## src/rtl/store_port_responder_pkg.sv

```systemverilog
`default_nettype none
// ---------------------------------------------------------------------------
// store_port_responder_pkg : D$ store-port types and write-queue entry types
// Rev 1.0
// ---------------------------------------------------------------------------
package store_port_responder_pkg;

  localparam int DCACHE_INDEX_WIDTH = 12;
  localparam int DCACHE_TAG_WIDTH   = 44;
  localparam int ADDR_WIDTH         = DCACHE_TAG_WIDTH + DCACHE_INDEX_WIDTH;
  localparam int WORD_ADDR_WIDTH    = ADDR_WIDTH - 3;

  typedef struct packed {
    logic [DCACHE_INDEX_WIDTH-1:0] address_index;
    logic [DCACHE_TAG_WIDTH-1:0]   address_tag;
    logic [63:0]                   data_wdata;
    logic                          data_req;
    logic                          data_we;
    logic [7:0]                    data_be;
    logic [1:0]                    data_size;
    logic                          kill_req;
    logic                          tag_valid;
    logic                          approx;
  } dcache_req_i_t;

  typedef struct packed {
    logic        data_gnt;
    logic        data_rvalid;
    logic [63:0] data_rdata;
  } dcache_req_o_t;

  typedef struct packed {
    logic [WORD_ADDR_WIDTH-1:0] word_addr;
    logic [63:0]                data;
    logic [7:0]                 be;
    logic                       approx;
    logic                       valid;
  } wbuf_entry_t;

  typedef enum logic [1:0] {
    IDLE  = 2'd0,
    ISSUE = 2'd1,
    WAIT  = 2'd2
  } wbuf_state_e;

  // 64-bit word index of a {tag,index} byte address
  function automatic logic [WORD_ADDR_WIDTH-1:0] word_addr_of(
    input logic [DCACHE_TAG_WIDTH-1:0]   tag,
    input logic [DCACHE_INDEX_WIDTH-1:0] idx
  );
    logic [ADDR_WIDTH-1:0] full;
    full = {tag, idx};
    return full[ADDR_WIDTH-1:3];
  endfunction

endpackage
`default_nettype wire

```

## src/rtl/store_port_responder_merge.sv

```systemverilog
`default_nettype none
// ---------------------------------------------------------------------------
// wbuf_merge_unit : byte-enable merge of new data over old, optional LSB clear
// Rev 1.0
// ---------------------------------------------------------------------------
module wbuf_merge_unit #(
  parameter int APPROX_LSB = 8
) (
  input  logic [63:0] old_data_i,
  input  logic [63:0] new_data_i,
  input  logic [7:0]  be_i,
  input  logic        approx_i,
  output logic [63:0] data_o
);

  localparam logic [63:0] KEEP_MASK = ~((64'd1 << APPROX_LSB) - 64'd1);

  logic [63:0] w_merged;

  for (genvar b = 0; b < 8; b++) begin : g_byte
    assign w_merged[8*b +: 8] = be_i[b] ? new_data_i[8*b +: 8] : old_data_i[8*b +: 8];
  end

  assign data_o = approx_i ? (w_merged & KEEP_MASK) : w_merged;

endmodule
`default_nettype wire

```

## src/rtl/store_port_responder.sv

```systemverilog
`default_nettype none
// ---------------------------------------------------------------------------
// store_port_responder : coalescing D$ write queue draining to a word memory
// Rev 1.0
// ---------------------------------------------------------------------------
module store_port_responder
  import store_port_responder_pkg::*;
#(
  parameter int WBUF_DEPTH = 4,
  parameter int APPROX_LSB = 8
) (
  input  logic          clk_i,
  input  logic          rst_i,
  input  dcache_req_i_t req_port_i,
  output dcache_req_o_t req_port_o,
  output logic          mem_req_o,
  input  logic          mem_gnt_i,
  input  logic          mem_ack_i,
  output logic [63:0]   mem_addr_o,
  output logic [63:0]   mem_wdata_o,
  output logic [7:0]    mem_be_o,
  output logic          idle_o
);

  localparam int PTR_W = $clog2(WBUF_DEPTH);
  localparam int CNT_W = PTR_W + 1;
  localparam logic [CNT_W-1:0] DEPTH_C = CNT_W'(WBUF_DEPTH);

  wbuf_entry_t                entries_q [WBUF_DEPTH];
  wbuf_entry_t                entries_d [WBUF_DEPTH];
  logic [PTR_W-1:0]           wr_ptr_q, wr_ptr_d, rd_ptr_q, rd_ptr_d;
  logic [CNT_W-1:0]           count_q, count_d;
  wbuf_state_e                state_q, state_d;
  logic                       rvalid_q;

  logic [PTR_W-1:0]           w_tail_idx;
  wbuf_entry_t                w_tail;
  logic [WORD_ADDR_WIDTH-1:0] w_word;
  logic                       w_acc, w_merge, w_gnt, w_alloc, w_pop, w_issue;
  logic [63:0]                w_merge_data, w_issue_data;
  logic                       w_unused_bits;

  assign w_unused_bits = ^{req_port_i.tag_valid, req_port_i.data_size};

  assign w_word     = word_addr_of(req_port_i.address_tag, req_port_i.address_index);
  assign w_tail_idx = wr_ptr_q - 1'b1;
  assign w_tail     = entries_q[w_tail_idx];

  assign w_acc = req_port_i.data_req & req_port_i.data_we & ~req_port_i.kill_req;

  // The head is frozen once the drain FSM has picked it up
  assign w_merge = (count_q != '0) & w_tail.valid
                 & ~((state_q != IDLE) & (w_tail_idx == rd_ptr_q))
                 & (w_tail.word_addr == w_word)
                 & (w_tail.approx == req_port_i.approx);

  assign w_gnt   = w_acc & (w_merge | (count_q < DEPTH_C));
  assign w_alloc = w_gnt & ~w_merge;
  assign w_pop   = (state_q == WAIT) & mem_ack_i;

  wbuf_merge_unit #(.APPROX_LSB(APPROX_LSB)) u_merge (
    .old_data_i (w_tail.data),
    .new_data_i (req_port_i.data_wdata),
    .be_i       (req_port_i.data_be),
    .approx_i   (1'b0),
    .data_o     (w_merge_data)
  );

  wbuf_merge_unit #(.APPROX_LSB(APPROX_LSB)) u_issue (
    .old_data_i (entries_q[rd_ptr_q].data),
    .new_data_i (64'd0),
    .be_i       (8'd0),
    .approx_i   (entries_q[rd_ptr_q].approx),
    .data_o     (w_issue_data)
  );

  always_comb begin
    entries_d = entries_q;
    wr_ptr_d  = wr_ptr_q;
    rd_ptr_d  = rd_ptr_q;
    if (w_gnt && w_merge) begin
      entries_d[w_tail_idx].data = w_merge_data;
      entries_d[w_tail_idx].be   = w_tail.be | req_port_i.data_be;
    end
    if (w_alloc) begin
      entries_d[wr_ptr_q] = '{word_addr: w_word,
                              data:      req_port_i.data_wdata,
                              be:        req_port_i.data_be,
                              approx:    req_port_i.approx,
                              valid:     1'b1};
      wr_ptr_d = wr_ptr_q + 1'b1;
    end
    if (w_pop) begin
      entries_d[rd_ptr_q].valid = 1'b0;
      rd_ptr_d = rd_ptr_q + 1'b1;
    end
    if (rst_i) begin
      for (int i = 0; i < WBUF_DEPTH; i++) entries_d[i].valid = 1'b0;
    end
    count_d = count_q + CNT_W'(w_alloc) - CNT_W'(w_pop);
  end

  always_comb begin
    state_d = state_q;
    case (state_q)
      IDLE:    if (count_q != '0) state_d = ISSUE;
      ISSUE:   if (mem_gnt_i) state_d = WAIT;
      WAIT:    if (mem_ack_i) state_d = (count_d != '0) ? ISSUE : IDLE;
      default: state_d = IDLE;
    endcase
  end

  always_ff @(posedge clk_i) begin
    entries_q <= entries_d;
    if (rst_i) begin
      state_q  <= IDLE;
      wr_ptr_q <= '0;
      rd_ptr_q <= '0;
      count_q  <= '0;
      rvalid_q <= 1'b0;
    end else begin
      state_q  <= state_d;
      wr_ptr_q <= wr_ptr_d;
      rd_ptr_q <= rd_ptr_d;
      count_q  <= count_d;
      rvalid_q <= w_gnt;
    end
  end

  assign w_issue     = (state_q == ISSUE);
  assign mem_req_o   = w_issue;
  assign mem_addr_o  = w_issue ? 64'({entries_q[rd_ptr_q].word_addr, 3'b000}) : 64'd0;
  assign mem_wdata_o = w_issue ? w_issue_data : 64'd0;
  assign mem_be_o    = w_issue ? entries_q[rd_ptr_q].be : 8'd0;
  assign idle_o      = (count_q == '0) & (state_q == IDLE);

  assign req_port_o = '{data_gnt: w_gnt, data_rvalid: rvalid_q, data_rdata: 64'd0};

endmodule
`default_nettype wire

```

## config.mk

```make
export PLATFORM = sky130hd
export DESIGN_NAME = store_port_responder
export DESIGN_NICKNAME = d
export VERILOG_FILES = /design/src/rtl/store_port_responder_pkg.sv /design/src/rtl/store_port_responder_merge.sv /design/src/rtl/store_port_responder.sv
export SDC_FILE = /design/constraint.sdc
export NUM_CORES = 1
export LEC_CHECK = 0
export ABC_AREA = 0
export BUFFER_PORTS_ARGS = -buffer_cell sky130_fd_sc_hd__clkbuf_2
export CORE_MARGIN = 1
export CORE_UTILIZATION = 46
export CTS_BUF_LIST = sky130_fd_sc_hd__clkbuf_8
export CTS_CLUSTER_SIZE = 30
export DETAILED_ROUTE_END_ITERATION = 12
export HOLD_SLACK_MARGIN = 0.1
export PLACE_DENSITY_LB_ADDON = 0.1
export SLEW_MARGIN = 25
export SYNTH_ARGS = -nofsm -noshare
export SYNTH_HDL_FRONTEND = slang
export SYNTH_SLANG_ARGS = --single-unit
export TNS_END_PERCENT = 20
```

## constraint.sdc

```tcl
create_clock -name clk_i -period 7.9 [get_ports clk_i]
set_input_delay 1.185 -clock clk_i [delete_from_list [all_inputs] [get_ports clk_i]]
set_output_delay 1.185 -clock clk_i [all_outputs]
set_load 0.05 [all_outputs]
```

Word level (Yosys, flattened, before mapping):

Index checks and enable logic that the tools add are counted.
Widths: inputs -> output; s select.

* flip-flop bits (word level): 518
* word-level logic and storage cells: 112
* output and inout port bits: 204
* input bits: 139

* reductions and logical operators: 10
* equality and inequality tests: 8
* add/subtract/negate cells: 5
* multiplexer cells: 38
* $lt $le $gt $ge: 7
* bitwise gates (word level): 19

Operator list (number)
* $bwmux 508: 4
* $mux 508: 3
* $demux 127 s2: 4
* $mux 127: 5
* $bmux 127 s2: 2
* $mux 8: 10
* $mux 74: 1
* $mux 64: 1
* $mux 56: 1
* $eq 53x53->1: 1
* $and 1x1->1: 11
* $mux 10: 1
* $ge 3x3->1 const B: 3
* $lt 3x1->1 const B: 3
* $not 2->3: 3
* $or 8x8->8: 1
* $mux 2: 3
* $ne 2x2->1 const B: 3
* $pmux 2 s3: 1
* $reduce_bool 3->1: 2
* $add 2x1->2 const B: 2
* $logic_and 1x1->1: 4
* $add 3x1->3: 1
* $logic_not 3->1: 1
* other kinds (13): 16

Depth between registers and ports, before layout:

Gate-level depths: netlist (run 1).

* word-level depth: 18
* depth in mapped cells: 25

By module:

A second synthesis (run 1) with hierarchy kept.

* cells, all modules: 2024
* area, all modules: 30162.7 um2

Modules (own cells, without submodules)
* store_port_responder: seq. area each 12532.0 um2, times used 1, area an instance 28073.2 um2, cells each 1862
* wbuf_merge_unit: seq. area each 0.0 um2, times used 2, area an instance 1044.8 um2, cells each 81

Least setup slack after synthesis (run 1):

Ideal clock, no wire load.

* kind: register -> output
* start point: reg wr_ptr_q[0]
* end point: out req_port_o[65] (netlist bit)
* arrival time: 5.218 ns
* data required time: 6.715 ns
* setup slack: 1.497 ns
* stages on the path, launching flop included: 18
* cell sequence: dfxtp_1 > buf_6 > buf_6 > buf_2 > clkbuf_1 > buf_1 > inv_1 > ha_1 > buf_2 > buf_1 > mux4_2 > xor2_1 > nor4_1 > nor4bb_1 > or4b_1 > buf_2 > a21oi_1 > buf_4

* longest elaborated chain between the ends: 11
* elaborated cells between the ends (all ways): 16

RTL lines
* start, declared: RTL line store_port_responder.sv:31 `logic [PTR_W-1:0] wr_ptr_q, wr_ptr_d, rd_ptr_q, rd_ptr_d;`
* start signal, assigned: RTL line store_port_responder.sv:123 `wr_ptr_q <= wr_ptr_d;`
* $sub 2x1->2 *: RTL line store_port_responder.sv:46 `assign w_tail_idx = wr_ptr_q - 1'b1;`
* named net w_tail_idx[0]: RTL line store_port_responder.sv:36 `logic [PTR_W-1:0] w_tail_idx;`
* branches (longest 7 deep; another with $bmux 127 s2)
* $and 1x1->1 *: RTL line store_port_responder.sv:55 `& (w_tail.approx == req_port_i.approx);`
* $or 1x1->1 *: RTL line store_port_responder.sv:57 `assign w_gnt = w_acc & (w_merge | (count_q < DEPTH_C));`
* $and 1x1->1 *: RTL line store_port_responder.sv:57
* end, declared: RTL line store_port_responder.sv:15 `output dcache_req_o_t req_port_o,`

Mark *: on every way through the listed nets, which the timed path passes. The select of a mux whose other input is x is not followed.

==> out/metrics.cfg, run 1 <==
[layout]
final_nets = 2342
most-common-layout-cells = 568 x mux2_1, 299 x dfxtp_1, 261 x clkbuf_2
drive_gt1_share_pct = 33.4
final_common_cell = mux2_1
fill_cells = 5441
area_growth_pct = 10.8

[clock_tree]
cts_tree = done
htreeDepth = 3
root_buffer = clkbuf_8
clk_latency_ps = 700
numCtsBuffers = 95
clockBufferDepth = 3
clkTransAtPathRegs_ps = 60
cts_hold_buf = 0
cts.sinks = 518
cts_resized = 0
post_cts_buffers = 0

[timing]
worst_slew_pin_slew_ps = 970
min_period_ps = 6710
hold_violations = 0
fin_ws_ps = 1190
timing.final.crit_share_pct = 84.9
tns_ps = 0
fmax_mhz = 149
grt_setup_unrepaired = false
final_max_slew_viol_count = 0
setup_violations = 0
skew_ps = 48.6
relSlewSlack_pct = 35.4

[placed_design]
portBuffers = 261
hpwlAfterDp_um = 44700
pre_cts_ws_ps = 1840
gp_congestion = 0.734

[floorplanning]
coreArea_um2 = 63000
die_w_um = 254
ioPinCount = 343
fp.dieH_um = 254
initial_core_util_pct = 46.5
die_area_um2 = 64600
rows = 92

[synthesis]
ys_ff_latch = 518
netlist_area_um2 = 29300
avgSynthCellArea_um2 = 15.0
syn_inst = 1945
synthArstFlopShare_pct = 0
ys_types = 45
synth_edf_count = 216
synth_ff_type = dfxtp_1
synth_warnings = 0
yosysSeqAreaShare_pct = 42.8

[worst_setup_path]
crit_type = register to output port
ff2ff_path_depth = 11
crit_chain = inv_1 -> ha_4 -> buf_4 -> mux4_2 -> xnor2_1 -> nand4_1 -> or4_1 -> or4b_1 -> a21oi_1 -> clkbuf_2
slowest_stage = or4b_1
path_buf_inv = 3
timing.rr.start = wr_ptr_q[1]
cp-end-kind = output port
cp.required_ps = 6710
critPathArrivalTime_ps = 5520
path_delay_family = simple AND/OR/NAND/NOR gates
crit_fanout = 38
r2r_slack_ps = 2130
critPathMaxStageDelay_ps = 860
crit_path_start_kind = register
regToRegEndpoint = entries_q[148]

[route]
via_count = 17600
dr.pass1.iters = 5
drc = 0
routedWlPerCell_um = 24.0
routed_via_density = 5.66
antenna_left = 0
drt_wl_total_um = 74800
drt_iter0_drc = 869

[power]
pwr-share-comb_pct = 25.2
internal_power_mw = 5.06
p_clk_share_pct = 31.6
power_density_nw_per_um2 = 232
p_sw_share_pct = 32.9
p_switching_mw = 2.48
pwr-share-seq_pct = 43.2
ir_worst_vdd_mv = 0.192
p_leak_nw = 12.9
power_mw = 7.54

[hold_path]
holdCritStartpoint = entries_q[254]
min_to = entries_q[254]
holdPathStages = 2
min_path_type = register to register

[status]
status = completed

[grt]
overflow = 0
grt_max_degree = 73
antenna_found_initial = 6
first_global_vias = 19000
grt_use_total_pct = 23.4
grt_pass1_wl_um = 114000

[flow_run]
maxCapViolations = 0

cells by family (layout without fill, tap and decap cells):
kind of cell / count (synthesis) / count (layout) / share of synthesized area [%]
buffers and inverters: 236 / 479 / 5.63
muxes: 895 / 895 / 44.1
xor gates and xnor gates: 61 / 61 / 1.83
DFF: 518 / 518 / 42.8
other: 1 / 77 / 0.0128
AOI/OAI and AO/OA: 21 / 21 / 0.492
and+or+nand+nor: 198 / 198 / 4.44
adders and majority gates: 15 / 15 / 0.667
worst register-to-register path, cell delays in order, from the launching register on:
cell and delay [ps]:
dfxtp_1 430, inv_1 150, ha_4 740, buf_4 380
mux4_2 350, xnor2_1 200, nand4_1 190, or4_1 780
or4b_1 870, nand3_4 680, buf_4 510, mux2_1 380
stage by stage:
stage | cells | util [%] | area (µm²) | hold slack (ps)
after global routing | 3110 | 51.5 | 32400 | 484
final | 3110 | 51.5 | 32400 | 468
after floorplan | 2019 | - | 29500 | 444
after detailed placement | 2937 | 48.7 | 30700 | 455
after global placement | 2936 | 48.7 | 30700 | 458
after CTS | 3108 | 51.5 | 32400 | 466
per-layer routing:
| layer | wire length [µm] | up-vias | global-route usage (%) |
|---|---|---|---|
| met5 | 51 | - | 0 |
| met4 | 1680 | 8 | 6.75 |
| met3 | 3990 | 114 | 5.45 |
| met2 | 37100 | 409 | 39.5 |
| met1 | 31900 | 9193 | 29.8 |
| li1 | - | 7870 | - |
synth_stat cells (all sizes together) (5+ instances only):
library cell	number	area [µm²]
a21oi	7	35.0
and2	121	757
buf	179	1430
clkbuf	42	158
dfxtp	302	6050
edfxtp	216	6490
ha	14	175
inv	15	56.3
mux2	640	7210
mux4	251	5670
nand3	7	55.1
nand4	12	75.1
nor2	10	37.5
nor2b	13	81.3
nor4	5	91.3
o2111ai	5	43.8
or2	9	56.3
xnor2	51	447
xor2	10	87.6
worst max path at each step:
stage / from / endpoint / slack [ps] / cells past startpoint
final: wr_ptr_q[1] / req_port_o[65] / 1190 / 10
after global routing: wr_ptr_q[1] / req_port_o[65] / 900 / 10
after CTS: wr_ptr_q[1] / req_port_o[65] / 1070 / 10
after detailed placement: wr_ptr_q[1] / req_port_o[65] / 1840 / 10
after global placement: wr_ptr_q[1] / req_port_o[65] / 1820 / 10
after floorplan: wr_ptr_q[0] / req_port_o[65] / 1500 / 17
power groups by stage:
stage	clock, mW	combinational [mW]	sequential [mW]
floorplan	0	1.52	3.23
global placement	0	1.88	3.28
detailed placement	0	1.92	3.31
CTS	2.46	1.92	3.25
global route	2.57	2.03	3.29
finish	2.38	1.90	3.26
layout make-up:
type	count	area [µm²]	area share [%]
clock inverters	70	354	1.09
well taps	846	1060	3.26
clock buffers	101	1390	4.28
repair buffers	293	1610	4.96
diodes	2	5.00	0.0154
inverters	15	56.3	0.174
multi-input cells	1265	15400	47.5
flip-flops and latches	518	12500	38.7
(Power assumes the default switching activity.)
==> run 2: changes to the inputs <==
- clock period: 7.9 -> 6.2 ns (I/O delays scaled with it)
==> out/metrics.cfg, run 2 (synthesized netlist as in run 1, its figures left out) <==
[worst_setup_path]
crit_fanout = 104
crit_chain = buf_12 -> mux4_2 -> xnor2_1 -> nand4_1 -> or4_1 -> or4b_1 -> a21oi_1 -> buf_12
critPathArrivalTime_ps = 4910
cp.required_ps = 5270
crit_path_start_kind = register
cpMostUsedCell = buf_12
slowest_stage = or4_1
critPathMaxStageDelay_ps = 820
crit_type = register to output port
cp-end-kind = output port

[grt]
grt_max_degree = 105
overflow = 0
first_global_vias = 19000
grt_pass1_wl_um = 115000
grt_use_total_pct = 23.7
antenna_found_initial = 8

[route]
drt_wl_total_um = 75500
drt_iter0_drc = 788
routed_via_density = 5.66
dr.pass1.iters = 6
routedWlPerCell_um = 24.2
drc = 0
via_count = 17600
antenna_left = 0

[clock_tree]
cts_resized = 0
cts_tree = done
root_buffer = clkbuf_8
clk_latency_ps = 700
cts_hold_buf = 0
clockBufferDepth = 3
clkTransAtPathRegs_ps = 60
cts.sinks = 518
htreeDepth = 3
post_cts_buffers = 0
numCtsBuffers = 94

[placed_design]
portBuffers = 261
hpwlAfterDp_um = 45300
gp_congestion = 0.741

[timing]
min_period_ps = 5840
grt_setup_unrepaired = false
worst_slew_pin_slew_ps = 957
setup_violations = 0
tns_ps = 0
relSlewSlack_pct = 36.2
fmax_mhz = 171
fin_hold_ws_ps = 471
skew_ps = 37.2
hold_violations = 0
timing.final.crit_share_pct = 94.2
final_max_slew_viol_count = 0

[flow_run]
maxCapViolations = 0

[hold_path]
min_path_type = register to register

[layout]
final_nets = 2345
area_growth_pct = 12.0
drive_gt1_share_pct = 34.0
fill_cells = 5389
most-common-layout-cells = 568 x mux2_1, 299 x dfxtp_1, 260 x clkbuf_2
final_common_cell = mux2_1

[floorplanning]
ioPinCount = 343
fp.dieH_um = 254
die_w_um = 254
rows = 92
initial_core_util_pct = 46.5
coreArea_um2 = 63000
die_area_um2 = 64600

[power]
power_mw = 9.80
ir_worst_vdd_mv = 0.203
p_leak_nw = 13.0
power_density_nw_per_um2 = 299

[status]
status = completed

## run 2: worst paths after layout
| kind | endpoint | depth (start not counted) | from | slack, ps |
|---|---|---|---|---|
| worst max-delay path | req_port_o[65] | 8 | wr_ptr_q[0] | 360 |
| worst max register to register | state_q[0] | 15 | wr_ptr_q[0] | 990 |
| worst min register to register | entries_q[254] | 2 | entries_q[254] | 470 |
| worst min-delay path | entries_q[254] | 2 | entries_q[254] | 470 |
## run 2: metrics by stage
step	std cells	util (%)	instance area, µm²	setup WS [ps]
floorplan	2019	-	29600	22.3
global placement	2941	49.0	30900	916
detailed placement	2941	49.0	30900	913
CTS	3114	52.1	32800	183
global route	3115	52.1	32800	25.5
finish	3116	52.1	32800	358
## run 2: cell type report
type / count / area [µm²] / area share (%)
diodes: 2 / 5.00 / 0.0153
clock buffers: 114 / 1570 / 4.79
clock inverters: 59 / 337 / 1.03
inverters: 15 / 60.1 / 0.183
multi-input cells: 1265 / 15400 / 47.0
flip-flops and latches: 518 / 12500 / 38.3
well taps: 846 / 1060 / 3.23
repair buffers: 297 / 1790 / 5.47
## run 2: worst max-delay path, delay by kind of cell, from the launching register on
| family | cells | cell delay [ps] |
|---|---|---|
| mux | 1 | 610 |
| compound gates | 1 | 430 |
| buf+inv | 2 | 880 |
| simple gates | 3 | 1680 |
| flops | 1 | 360 |
| xor+xnor | 1 | 180 |
## run 2: power breakdown
part	internal (mW)	switching, mW
combinational	0.989	1.43
clock	1.76	1.48
sequential	3.91	0.237
total	6.65	3.15
## run 2: per-layer routing
| metal | GRT usage, % | wire [µm] | vias up |
|---|---|---|---|
| met5 | 0 | 69 | - |
| met4 | 7.13 | 1860 | 14 |
| met3 | 5.61 | 3870 | 129 |
| met2 | 40.8 | 38000 | 391 |
| met1 | 29.4 | 31700 | 9196 |
| li1 | - | - | 7893 |
==> run 3: changes to the inputs <==
- CORE_UTILIZATION: 46 -> 25
- PLACE_DENSITY: unset -> 0.53
- PLACE_DENSITY_LB_ADDON: 0.1 -> unset
==> out/metrics.cfg, run 3 (synthesized netlist as in run 1, its figures left out) <==
[route]
dr.pass1.iters = 9
routedWlPerCell_um = 23.3
drt_iter0_drc = 812
drt_wl_total_um = 88600
antenna_left = 0
via_count = 18100
routed_via_density = 4.75
drc = 4

[clock_tree]
htreeDepth = 3
root_buffer = clkbuf_8
cts_hold_buf = 0
cts_tree = done
numCtsBuffers = 101
clockBufferDepth = 3
clkTransAtPathRegs_ps = 60
clk_latency_ps = 760
cts.sinks = 518

[status]
status = finished with violations
violations = design-rule violations

[timing]
fin_hold_ws_ps = 422
timing.final.crit_share_pct = 96.1
grt_setup_unrepaired = false
worst_slew_pin_slew_ps = 1010
min_period_ps = 5960
hold_violations = 0
setup_violations = 0
skew_ps = 52.8
tns_ps = 0
relSlewSlack_pct = 32.8
fmax_mhz = 168
final_max_slew_viol_count = 0

[grt]
overflow = 0
first_global_vias = 20100
grt_max_degree = 80
grt_use_total_pct = 14.8
grt_pass1_wl_um = 130000
antenna_found_initial = 12

[floorplanning]
die_area_um2 = 118000
ioPinCount = 343
die_w_um = 344
rows = 125
coreArea_um2 = 116000
fp.dieH_um = 344
initial_core_util_pct = 25.2

[layout]
final_common_cell = mux2_1
final_nets = 2349
most-common-layout-cells = 568 x mux2_1, 299 x dfxtp_1, 261 x clkbuf_2
area_growth_pct = 15.0
drive_gt1_share_pct = 34.2

[placed_design]
hpwlAfterDp_um = 52000
gp_congestion = 0.745
portBuffers = 261

[power]
power_density_nw_per_um2 = 299
p_leak_nw = 13.1
ir_worst_vdd_mv = 0.283

[worst_setup_path]
timing.rr.start = wr_ptr_q[1]
cp.required_ps = 5270
crit_type = register to output port
ff2ff_path_depth = 17
critPathArrivalTime_ps = 5030
r2r_slack_ps = 990
crit_path_start_kind = register
crit_fanout = 19
regToRegEndpoint = state_q[0]
cp-end-kind = output port

[hold_path]
holdCritStartpoint = req_port_i[122]
min_path_type = input pin to register
holdPathStages = 1

[flow_run]
maxCapViolations = 0

==> run 3: power by group <==
part / leakage [nW] / internal, mW / switching [mW]
logic: 7.48 / 0.991 / 1.50
registers: 4.43 / 3.91 / 0.246
clock network: 1.18 / 1.86 / 1.58
total: 13.1 / 6.76 / 3.32
==> run 3: worst max-delay path by stage <==
stage	from	slack, ps	endpoint	depth (start not counted)
after floorplan	wr_ptr_q[0]	20	register	19
after global placement	wr_ptr_q[1]	440	state_q[0]	18
after detailed placement	wr_ptr_q[1]	520	state_q[0]	18
after CTS	wr_ptr_q[1]	20	req_port_o[65]	10
after global routing	wr_ptr_q[1]	20	req_port_o[65]	11
final	wr_ptr_q[1]	240	req_port_o[65]	10
==> run 3: stage by stage <==
stage	setup slack [ps]	instances	total power [mW]	util [%]	area, µm²
5_1_grt	15.4	3801	10.6	29.0	33700
2_1_floorplan	22.3	2019	6.05	-	29600
3_3_place_gp	444	3614	6.63	27.2	31600
6_report	241	3802	10.1	29.0	33700
3_5_place_dp	520	3614	6.75	27.2	31600
4_1_cts	15.5	3800	10.3	29.0	33600
==> run 3: critical path, cell delays in order, from the launching register on <==
cell and delay (ps):
dfxtp_1 430, inv_1 160, ha_4 490, buf_12 240
mux4_2 340, xnor2_1 170, nand4_1 150, or4_1 830
or4b_1 680, a21oi_1 390, clkbuf_2 350
==> run 3: area by class of cell <==
| class | instances | area (µm²) |
|---|---|---|
| diodes | 1 | 2.50 |
| clock buffers | 122 | 1680 |
| clock inverters | 63 | 343 |
| fillers | 11700 | 82500 |
| inverters | 15 | 60.1 |
| multi-input cells | 1265 | 15400 |
| flip-flops and latches | 518 | 12500 |
| well taps | 1524 | 1910 |
| repair buffers | 294 | 1710 |
==> run 3: layer usage <==
layer  GRT usage (%)  routed length [µm]  vias to the layer above
met5               0                 130                        -
met4            4.60                2070                       20
met3            4.00                5670                      174
met2            25.2               43600                      579
met1            18.1               37100                     9378
li1                -                   -                     7909
==> run 3: timing repair <==
item,4_1_cts,5_1_grt
setup buffers,1,1
resized for setup,2,1
setup endpoints to repair,1,1
pin swaps,1,1
